### src/rtl/cdb_arb_bcast_pkg.sv
// Shared widths and result types for the buffered common data bus.
// Tag/ROB/data widths live here because the entry types are built from them.
package cdb_arb_bcast_pkg;

  localparam int PRF_ENTRY    = 64;
  localparam int DATA_W       = 32;
  localparam int ROB_ID_WIDTH = 5;
  localparam int TAG_W        = $clog2(PRF_ENTRY);

  typedef struct packed {
    logic                    wen;
    logic [TAG_W-1:0]        tag;
    logic [ROB_ID_WIDTH-1:0] rob_id;
    logic [DATA_W-1:0]       data;
  } cdb_entry_t;

  typedef struct packed {
    cdb_entry_t entry;
    logic [2:0] src;
  } cdb_lane_t;

  // Only ever called with idx < 2*n, so one conditional subtract wraps it.
  function automatic int wrap_idx(input int idx, input int n);
    return (idx >= n) ? idx - n : idx;
  endfunction

endpackage

### src/rtl/cdb_arb_bcast_src_fifo.sv
// Per-source result FIFO: registered head, push/pop in the same cycle keeps
// the count, clear empties it at the next edge.
module cdb_src_fifo import cdb_arb_bcast_pkg::*; #(
  parameter int  FIFO_DEPTH = 2,
  parameter type entry_t    = cdb_entry_t
) (
  input  logic   clk,
  input  logic   rst,
  input  logic   clear,
  input  logic   push,
  input  logic   pop,
  input  entry_t push_data,
  output entry_t head,
  output logic   empty,
  output logic   full
);

  localparam int PTR_W = (FIFO_DEPTH > 1) ? $clog2(FIFO_DEPTH) : 1;
  localparam int CNT_W = $clog2(FIFO_DEPTH + 1);

  entry_t           mem_q [FIFO_DEPTH];
  entry_t           mem_d [FIFO_DEPTH];
  logic [PTR_W-1:0] rd_ptr_q, rd_ptr_d;
  logic [PTR_W-1:0] wr_ptr_q, wr_ptr_d;
  logic [CNT_W-1:0] count_q, count_d;

  function automatic logic [PTR_W-1:0] ptr_inc(input logic [PTR_W-1:0] p);
    if (int'(p) == FIFO_DEPTH - 1) return '0;
    return p + PTR_W'(1);
  endfunction

  assign head  = mem_q[rd_ptr_q];
  assign empty = (count_q == '0);
  assign full  = (count_q == CNT_W'(FIFO_DEPTH));

  // The top only pushes when not full and only pops when not empty.
  always_comb begin
    mem_d    = mem_q;
    rd_ptr_d = rd_ptr_q;
    wr_ptr_d = wr_ptr_q;
    count_d  = count_q;
    if (clear) begin
      rd_ptr_d = '0;
      wr_ptr_d = '0;
      count_d  = '0;
    end else begin
      if (push) begin
        mem_d[wr_ptr_q] = push_data;
        wr_ptr_d        = ptr_inc(wr_ptr_q);
      end
      if (pop) rd_ptr_d = ptr_inc(rd_ptr_q);
      if (push && !pop) count_d = count_q + CNT_W'(1);
      else if (pop && !push) count_d = count_q - CNT_W'(1);
    end
  end

  always_ff @(posedge clk) begin
    if (rst) begin
      rd_ptr_q <= '0;
      wr_ptr_q <= '0;
      count_q  <= '0;
    end else begin
      rd_ptr_q <= rd_ptr_d;
      wr_ptr_q <= wr_ptr_d;
      count_q  <= count_d;
    end
    mem_q <= mem_d;
  end

endmodule

### src/rtl/cdb_arb_bcast.sv
// Buffered common data bus: per-source FIFOs, round-robin pick of up to
// NUM_LANES heads per cycle, broadcast to PRF/ROB/wakeup.
module cdb_arb_bcast import cdb_arb_bcast_pkg::*; #(
  parameter int NUM_SRC    = 8,
  parameter int NUM_LANES  = 3,
  parameter int FIFO_DEPTH = 2
) (
  input  logic                                       clk,
  input  logic                                       rst,
  input  logic                                       flush,
  input  logic [NUM_SRC-1:0]                         src_valid,
  output logic [NUM_SRC-1:0]                         src_ready,
  input  logic [NUM_SRC-1:0]                         src_wen,
  input  logic [NUM_SRC-1:0][TAG_W-1:0]              src_tag,
  input  logic [NUM_SRC-1:0][ROB_ID_WIDTH-1:0]       src_rob_id,
  input  logic [NUM_SRC-1:0][DATA_W-1:0]             src_data,
  output logic [NUM_LANES-1:0]                       cdb_valid,
  output logic [NUM_LANES-1:0]                       cdb_wen,
  output logic [NUM_LANES-1:0][TAG_W-1:0]            cdb_tag,
  output logic [NUM_LANES-1:0][ROB_ID_WIDTH-1:0]     cdb_rob_id,
  output logic [NUM_LANES-1:0][DATA_W-1:0]           cdb_data,
  output logic [NUM_LANES-1:0][$clog2(NUM_SRC)-1:0]  cdb_src,
  output logic [PRF_ENTRY-1:0]                       wakeup_vec,
  output logic [31:0]                                stall_cnt
);

  localparam int SRC_W = $clog2(NUM_SRC);

  cdb_entry_t         push_entry [NUM_SRC];
  cdb_entry_t         head       [NUM_SRC];
  logic [NUM_SRC-1:0] push, pop, empty, full;
  logic [SRC_W-1:0]   rr_ptr_q, rr_ptr_d;
  logic [31:0]        stall_cnt_q, stall_cnt_d;

  // Readiness comes only from registered occupancy, so a full FIFO stays
  // closed even in the cycle its head is being granted.
  assign src_ready = ~full & {NUM_SRC{~flush}};
  assign push      = src_valid & src_ready;
  assign stall_cnt = stall_cnt_q;

  for (genvar i = 0; i < NUM_SRC; i++) begin : g_src
    assign push_entry[i] = '{wen: src_wen[i], tag: src_tag[i],
                             rob_id: src_rob_id[i], data: src_data[i]};

    cdb_src_fifo #(
      .FIFO_DEPTH (FIFO_DEPTH),
      .entry_t    (cdb_entry_t)
    ) u_fifo (
      .clk       (clk),
      .rst       (rst),
      .clear     (flush),
      .push      (push[i]),
      .pop       (pop[i]),
      .push_data (push_entry[i]),
      .head      (head[i]),
      .empty     (empty[i]),
      .full      (full[i])
    );
  end

  always_comb begin
    int lane;
    int busy;
    int idx;
    lane        = 0;
    busy        = 0;
    idx         = 0;
    pop         = '0;
    rr_ptr_d    = rr_ptr_q;
    cdb_valid   = '0;
    cdb_wen     = '0;
    cdb_tag     = '0;
    cdb_rob_id  = '0;
    cdb_data    = '0;
    cdb_src     = '0;
    wakeup_vec  = '0;
    stall_cnt_d = stall_cnt_q;
    // Flush suppresses every grant, which also holds rr_ptr and blocks pops.
    for (int k = 0; k < NUM_SRC; k++) begin
      idx = wrap_idx(int'(rr_ptr_q) + k, NUM_SRC);
      if (!empty[idx]) begin
        busy = busy + 1;
        if (lane < NUM_LANES && !flush) begin
          pop[idx]         = 1'b1;
          cdb_valid[lane]  = 1'b1;
          cdb_wen[lane]    = head[idx].wen;
          cdb_tag[lane]    = head[idx].tag;
          cdb_rob_id[lane] = head[idx].rob_id;
          cdb_data[lane]   = head[idx].data;
          cdb_src[lane]    = SRC_W'(idx);
          if (head[idx].wen) wakeup_vec[head[idx].tag] = 1'b1;
          rr_ptr_d = SRC_W'(wrap_idx(idx + 1, NUM_SRC));
          lane     = lane + 1;
        end
      end
    end
    if (!flush && busy > NUM_LANES && stall_cnt_q != 32'hFFFF_FFFF)
      stall_cnt_d = stall_cnt_q + 32'd1;
  end

  always_ff @(posedge clk) begin
    if (rst) begin
      rr_ptr_q    <= '0;
      stall_cnt_q <= '0;
    end else begin
      rr_ptr_q    <= rr_ptr_d;
      stall_cnt_q <= stall_cnt_d;
    end
  end

endmodule

### config.mk
export PLATFORM = sky130hd
export DESIGN_NAME = cdb_arb_bcast
export DESIGN_NICKNAME = d
export VERILOG_FILES = /design/src/rtl/cdb_arb_bcast_pkg.sv /design/src/rtl/cdb_arb_bcast_src_fifo.sv /design/src/rtl/cdb_arb_bcast.sv
export SDC_FILE = /design/constraint.sdc
export NUM_CORES = 2
export LEC_CHECK = 0
export BUFFER_PORTS_ARGS = -buffer_cell sky130_fd_sc_hd__clkbuf_2
export CORE_MARGIN = 10
export CORE_UTILIZATION = 55
export DETAILED_ROUTE_END_ITERATION = 12
export MAX_ROUTING_LAYER = met4
export PLACE_DENSITY = 0.76
export SLEW_MARGIN = 5
export SYNTH_ARGS = -nofsm -noshare
export SYNTH_HDL_FRONTEND = slang
export SYNTH_HIERARCHICAL = 1
export SYNTH_SLANG_ARGS = --single-unit
### constraint.sdc
create_clock -name clk -period 23.1 [get_ports clk]
set_input_delay 1.155 -clock clk [delete_from_list [all_inputs] [get_ports clk]]
set_output_delay 1.155 -clock clk [all_outputs]
set_load 0.01 [all_outputs]
Word level (Yosys, flattened, before mapping)
Cells that the tools add are included.
{"block": "op_classes", "reduce_logical": 98, "bitwise": 49, "eq_ne": 9, "mux": 519, "addsub": 77, "n_div": 0, "n_lt_le_gt_ge": 102, "shifts": 0, "mul": 0}
{"op": "2-to-1 mux 44 bit", "count": 48}
{"op": "2-to-1 mux 64 bit", "count": 24}
{"op": "2-to-1 mux 96 bit", "count": 14}
{"op": "2-to-1 mux 32 bit", "count": 36}
{"op": "binary-select mux 44 bit (select 3 bit)", "count": 8}
{"op": "bitwise mux 88 bit", "count": 8}
{"op": "adder 32 x 2 -> 32 bit, second input constant", "count": 21}
{"op": "bitwise mux 96 bit", "count": 7}
{"op": "greater-or-equal comparator 32 x 1 -> 1 bit, second input constant", "count": 15}
{"op": "demux 32 bit (select 2 bit)", "count": 7}
{"op": "bitwise OR 64 bit", "count": 7}
{"op": "demux 44 bit (select 1 bit)", "count": 8}
{"op": "greater-or-equal comparator 32 x 4 -> 1 bit, second input constant", "count": 8}
{"op": "greater-or-equal comparator 32 x 5 -> 1 bit, second input constant", "count": 8}
{"op": "< comparator 32 x 5 -> 1 bit, second input constant", "count": 8}
{"op": "NOT 32 bit", "count": 8}
{"op": "2-to-1 mux 18 bit", "count": 14}
{"op": "< comparator 32 x 3 -> 1 bit, second input constant", "count": 7}
{"op": "< comparator 32 x 4 -> 1 bit, second input constant", "count": 7}
{"op": "2-to-1 mux 15 bit", "count": 14}
{"op": "2-to-1 mux 3 bit", "count": 61}
{"op": "2-to-1 mux 8 bit", "count": 16}
{"op": "bitwise mux 18 bit", "count": 7}
{"op": "2-to-1 mux 1 bit", "count": 126}
{"op": "other kinds (46)", "count": 367}
{"block": "totals", "ramBits": 0, "mem_count": 0, "inputBits": 363, "romBits": 0, "latchBits": 0, "out_inout_bits": 248, "ff_bits": 771}

Logic depth before layout (Yosys ltp)
{"block": "logic_depth", "depth_word": 42, "ltp_mapped": 49, "ltp_nobuf": 40}

Hierarchy
The synthesis kept the hierarchy.
{"module": "cdb_arb_bcast", "seq_area_each_um2": 700.7, "cells_each": 3738, "area_per_inst_um2": 28338.4, "n_inst": 1}
{"module": "cdb_src_fifo", "seq_area_each_um2": 2722.6, "cells_each": 157, "area_per_inst_um2": 3364.5, "n_inst": 8}

Least setup slack after synthesis
OpenSTA, ideal clock, no wires.
{"block": "synth_path", "path_type": "register -> output", "startpoint": "register rr_ptr_q[1]", "endpoint": "output port wakeup_vec[31]", "n_path_buf": 11, "setup_slack_ns": 11.633, "required_ns": 21.945, "stages_incl_launch_ff": 43, "t_arrival_ns": 10.312, "path_cell_list": "dfxtp_1 > buf_2 > buf_2 > buf_2 > buf_2 > buf_2 > clkbuf_1 > clkbuf_1 > inv_1 > ha_1 > buf_6 > mux4_2 > buf_6 > xnor2_1 > mux4_2 > nor2_1 > ha_1 > inv_1 > [... 7 more ...] > a21o_1 > ha_1 > nor3_4 > clkbuf_1 > buf_1 > a21oi_1 > ha_1 > nor3_2 > xnor2_1 > xor2_2 > ha_1 > nor3_2 > a2111oi_0 > mux2i_2 > nand3_4 > nor3_4 > nand2_2 > o31ai_1"}
{"block": "synth_between", "elab_chain_cells": 41, "word_cells_on_any_way": 191, "cone_classes": "add/sub: 21; order compare: 31; mux: 109; bitwise: 15; reduce/logical: 15"}
{"item": "start, declared", "line": "cdb_arb_bcast.sv:32", "source": "logic [SRC_W-1:0] rr_ptr_q, rr_ptr_d;"}
{"item": "start signal, assigned", "line": "cdb_arb_bcast.sv:106", "source": "rr_ptr_q <= rr_ptr_d;"}
{"item": "branches (longest 40 deep; another with < comparator 32 x 3 -> 1 bit)"}
{"item": "2-to-1 mux 64 bit *", "line": "cdb_arb_bcast.sv:81", "source": "if (!empty[idx]) begin"}
{"item": "end, declared", "line": "cdb_arb_bcast.sv:23", "source": "output logic [PRF_ENTRY-1:0] wakeup_vec,"}
Every way passes the cells marked *. The select of a mux whose other input is x is not followed.

==> impl_metrics.env <==
export IMPL_place_congestion=1.108
export IMPL_endpoint_kind="primary output"
export IMPL_yosys_warnings=6
export IMPL_drc=0
export IMPL_cts_resized=0
export IMPL_path_class="flop to primary output"
export IMPL_grt_max_degree=143
export IMPL_synth_top_area_frac=0.3826
export IMPL_hpwl_mm=179.6
export IMPL_rr_startpoint="rr_ptr_q[0]"
export IMPL_start_util=0.5533
export IMPL_finalMaxSlewViolations=0
export IMPL_grt_pass1_vias=49690
export IMPL_gr_total_overflow=0
export IMPL_synth_seq_cells=771
export IMPL_fillCellCount=7864
export IMPL_utilization=0.6239
export IMPL_hold_path_class="flop to flop"
export IMPL_crit_buf_inv=9
export IMPL_ys_async_sr_fraction=0
export IMPL_synth_edff_count=704
export IMPL_grt_usage=0.4566
export IMPL_worst_setup_path_start_kind="flop"
export IMPL_hold_start="stall_cnt[1]"
export IMPL_ys_top_cells_by_area="edfxtp_1 (38%), mux4_2 (15%), mux2_2 (7.3%)"
export IMPL_crit_required_ns=21.95
export IMPL_outcome="complete, no violations"
export IMPL_cts_sinks=771
export IMPL_crit_cells=36
export IMPL_ys_seq_area_frac=0.4069
export IMPL_final_nets=5810
export IMPL_final_cell_mix="edfxtp_1 (704), clkbuf_2 (609), nand2_1 (588)"
export IMPL_postSynthAreaPerCell_um2=11.06
export IMPL_ys_types=91
export IMPL_numCtsBuffers=82
export IMPL_h_tree_depth=3
export IMPL_rows=116
export IMPL_antenna_found_initial=23
export IMPL_ctsHoldBuffers=0
export IMPL_fin_area_um2=62300
export IMPL_drt_iter0_markers=9159
export IMPL_core_area_um2=99860
export IMPL_slowest_stage="ha_4"
export IMPL_tns_ns=0
export IMPL_fmax_mhz=69.50
export IMPL_ioPinCount=611
export IMPL_clock_path_buffers=3
export IMPL_synthCells=4994
export IMPL_rrSetupSlack_ns=10.50
export IMPL_vias=51930
export IMPL_viasPerCell=7.658
export IMPL_p_per_area_nw_per_um2=153.9
export IMPL_path_max_fanout=65
export IMPL_cpMostUsedCell="ha_1"
export IMPL_synth_area_um2=55250
export IMPL_arrival_ns=13.23
export IMPL_port_buffer_count=610
export IMPL_maxSlewHeadroom=0.09925
export IMPL_dieHeight_um=337.0
export IMPL_r2r_end="g_src[7].u_fifo/count_q[1]"
export IMPL_worst_pin_slew_ns=1.314
export IMPL_hold_viol=0
export IMPL_dpl_worst_slack_ns=9.984
export IMPL_grt_setup_unrepaired="false"
export IMPL_root_buffer="clkbuf_16"
export IMPL_area_growth_syn_to_layout_pct=12.75
export IMPL_hold_end="stall_cnt[1]"
export IMPL_setup_viol=0
export IMPL_reg2reg_depth=38
export IMPL_yosysTopAreaCell="edfxtp_1"
export IMPL_post_cts_buffers=0
export IMPL_p_leak_uw=0.02170
export IMPL_die_w_um=337.0
export IMPL_layout_setup_ws_ns=8.711
export IMPL_cpPeakStageDelay_ns=0.96
export IMPL_drive_above_1_share=0.3107
export IMPL_final_period_utilization=0.6229
export IMPL_fin_crit_ns=14.39
export IMPL_worst_clock_skew_ns=0.05243
export IMPL_post_drt_wl_per_cell_um=38.26
export IMPL_synth_flop_cell="edfxtp_1"
export IMPL_drv_cap=0
export IMPL_totalWireLength_mm=259.4
export IMPL_clkTransAtPathRegs_ns=0.07
export IMPL_p_total_uw=9588
export IMPL_multi_input_area_um2=31020
export IMPL_place_area_um2=59430
export IMPL_ant_nets=0
export IMPL_cp_top_family="compound AO/OA/AOI/OAI gates"
export IMPL_worst_skew_pair_late_latency_ns=0.72
export IMPL_register_area_um2=22500
export IMPL_cts_tree="yes"
export IMPL_dieArea_um2=113500
export IMPL_layout_commonest_cell="edfxtp_1"
export IMPL_grt_pass1_wl_mm=361.6
export IMPL_first_pass_iters=9
export IMPL_syn_num_nets=5407
export IMPL_hold_depth=2
export IMPL_ir_drop_uv=136.8
## report_power, final
group / total [uW] / internal (uW) / switching (uW) / leakage [uW]
logic: 6550 / 2160 / 4390 / 0.0134
clock network: 1400 / 792 / 608 / 0.00136
registers: 1640 / 1580 / 57.9 / 0.00694
## metrics by stage
stage / hold WS [ns] / std cells
6_report: 0.4871 / 6781
3_5_place_dp: 0.4802 / 6611
3_3_place_gp: 0.4706 / 6611
4_1_cts: 0.4918 / 6759
5_1_grt: 0.5165 / 6779
2_1_floorplan: 0.4906 / 4994
## layer usage
| layer | wire length (um) | track usage |
|---|---|---|
| met5 | 0 | - |
| met4 | 24990 | 0.3351 |
| met3 | 38680 | 0.1573 |
| met2 | 110400 | 0.6548 |
| met1 | 85340 | 0.5296 |
## worst max path at each step
stage               slack (ns)   startpoint              to
floorplan                11.63  rr_ptr_q[1]  wakeup_vec[31]
detailed placement        9.98  rr_ptr_q[0]      cdb_src[0]
global route              8.12  rr_ptr_q[0]      cdb_src[0]
CTS                       9.22  rr_ptr_q[0]      cdb_src[0]
finish                    8.71  rr_ptr_q[0]      cdb_src[0]
global placement         10.21  rr_ptr_q[0]      cdb_src[0]
## sequential cells by signal, indices dropped and copies added, names as in the netlist
name,count
g_src.u_fifo/rd_ptr_q,8
g_src.u_fifo/mem_q,704
g_src.u_fifo/wr_ptr_q,8
stall_cnt,32
g_src.u_fifo/count_q,16
rr_ptr_q,3
## cells in the mapped netlist, drive strengths merged (5+ instances only)
cell type  count
and3b          8
inv           66
ha            50
o2111ai        7
nand3         73
o311ai        43
nor3         118
o32ai          6
and2          55
nand4         17
or3           22
dfxtp         67
edfxtp       704
clkbuf       259
nand2        608
a221oi        26
xor2          39
a211oi       185
buf          156
nor2         347
a22o           8
mux2         363
o221ai        53
o22ai        206
mux4         361
and3          29
nor4           8
nand2b        15
a21o           5
mux2i        277
o211ai       151
a22oi         27
a21oi        147
nor3b         10
o21ai        315
nor2b         18
or2            7
and2b          8
xnor2         36
a222oi        27
a31oi         14
## worst min-delay path: stages (launching register included)
cell and delay (ns):
dfxtp_1 0.33, nand2_1 0.06, a21oi_1 0.05
## cell type report
| cell class | instances | area share |
|---|---|---|
| Antenna cell | 22 | 0.0008837 |
| Clock buffer | 103 | 0.03569 |
| Clock inverter | 45 | 0.009480 |
| Inverter | 68 | 0.004117 |
| Multi-Input combinational cell | 3740 | 0.4980 |
| Sequential cell | 771 | 0.3612 |
| Tap cell | 1298 | 0.02607 |
| Timing Repair Buffer | 734 | 0.06455 |
## cell families after synthesis
logic type	count (synthesis)	share of synthesized area
AO/OA/AOI/OAI	1258	0.1517
XOR/XNOR	77	0.01316
adder cells (fa/ha/maj)	50	0.01132
buffers and inverters	483	0.03612
flip-flops	771	0.4069
multiplexers	1001	0.2714
other	1	0.00006787
AND/OR/NAND/NOR	1353	0.1094
Power figures use the tool's default switching activity.
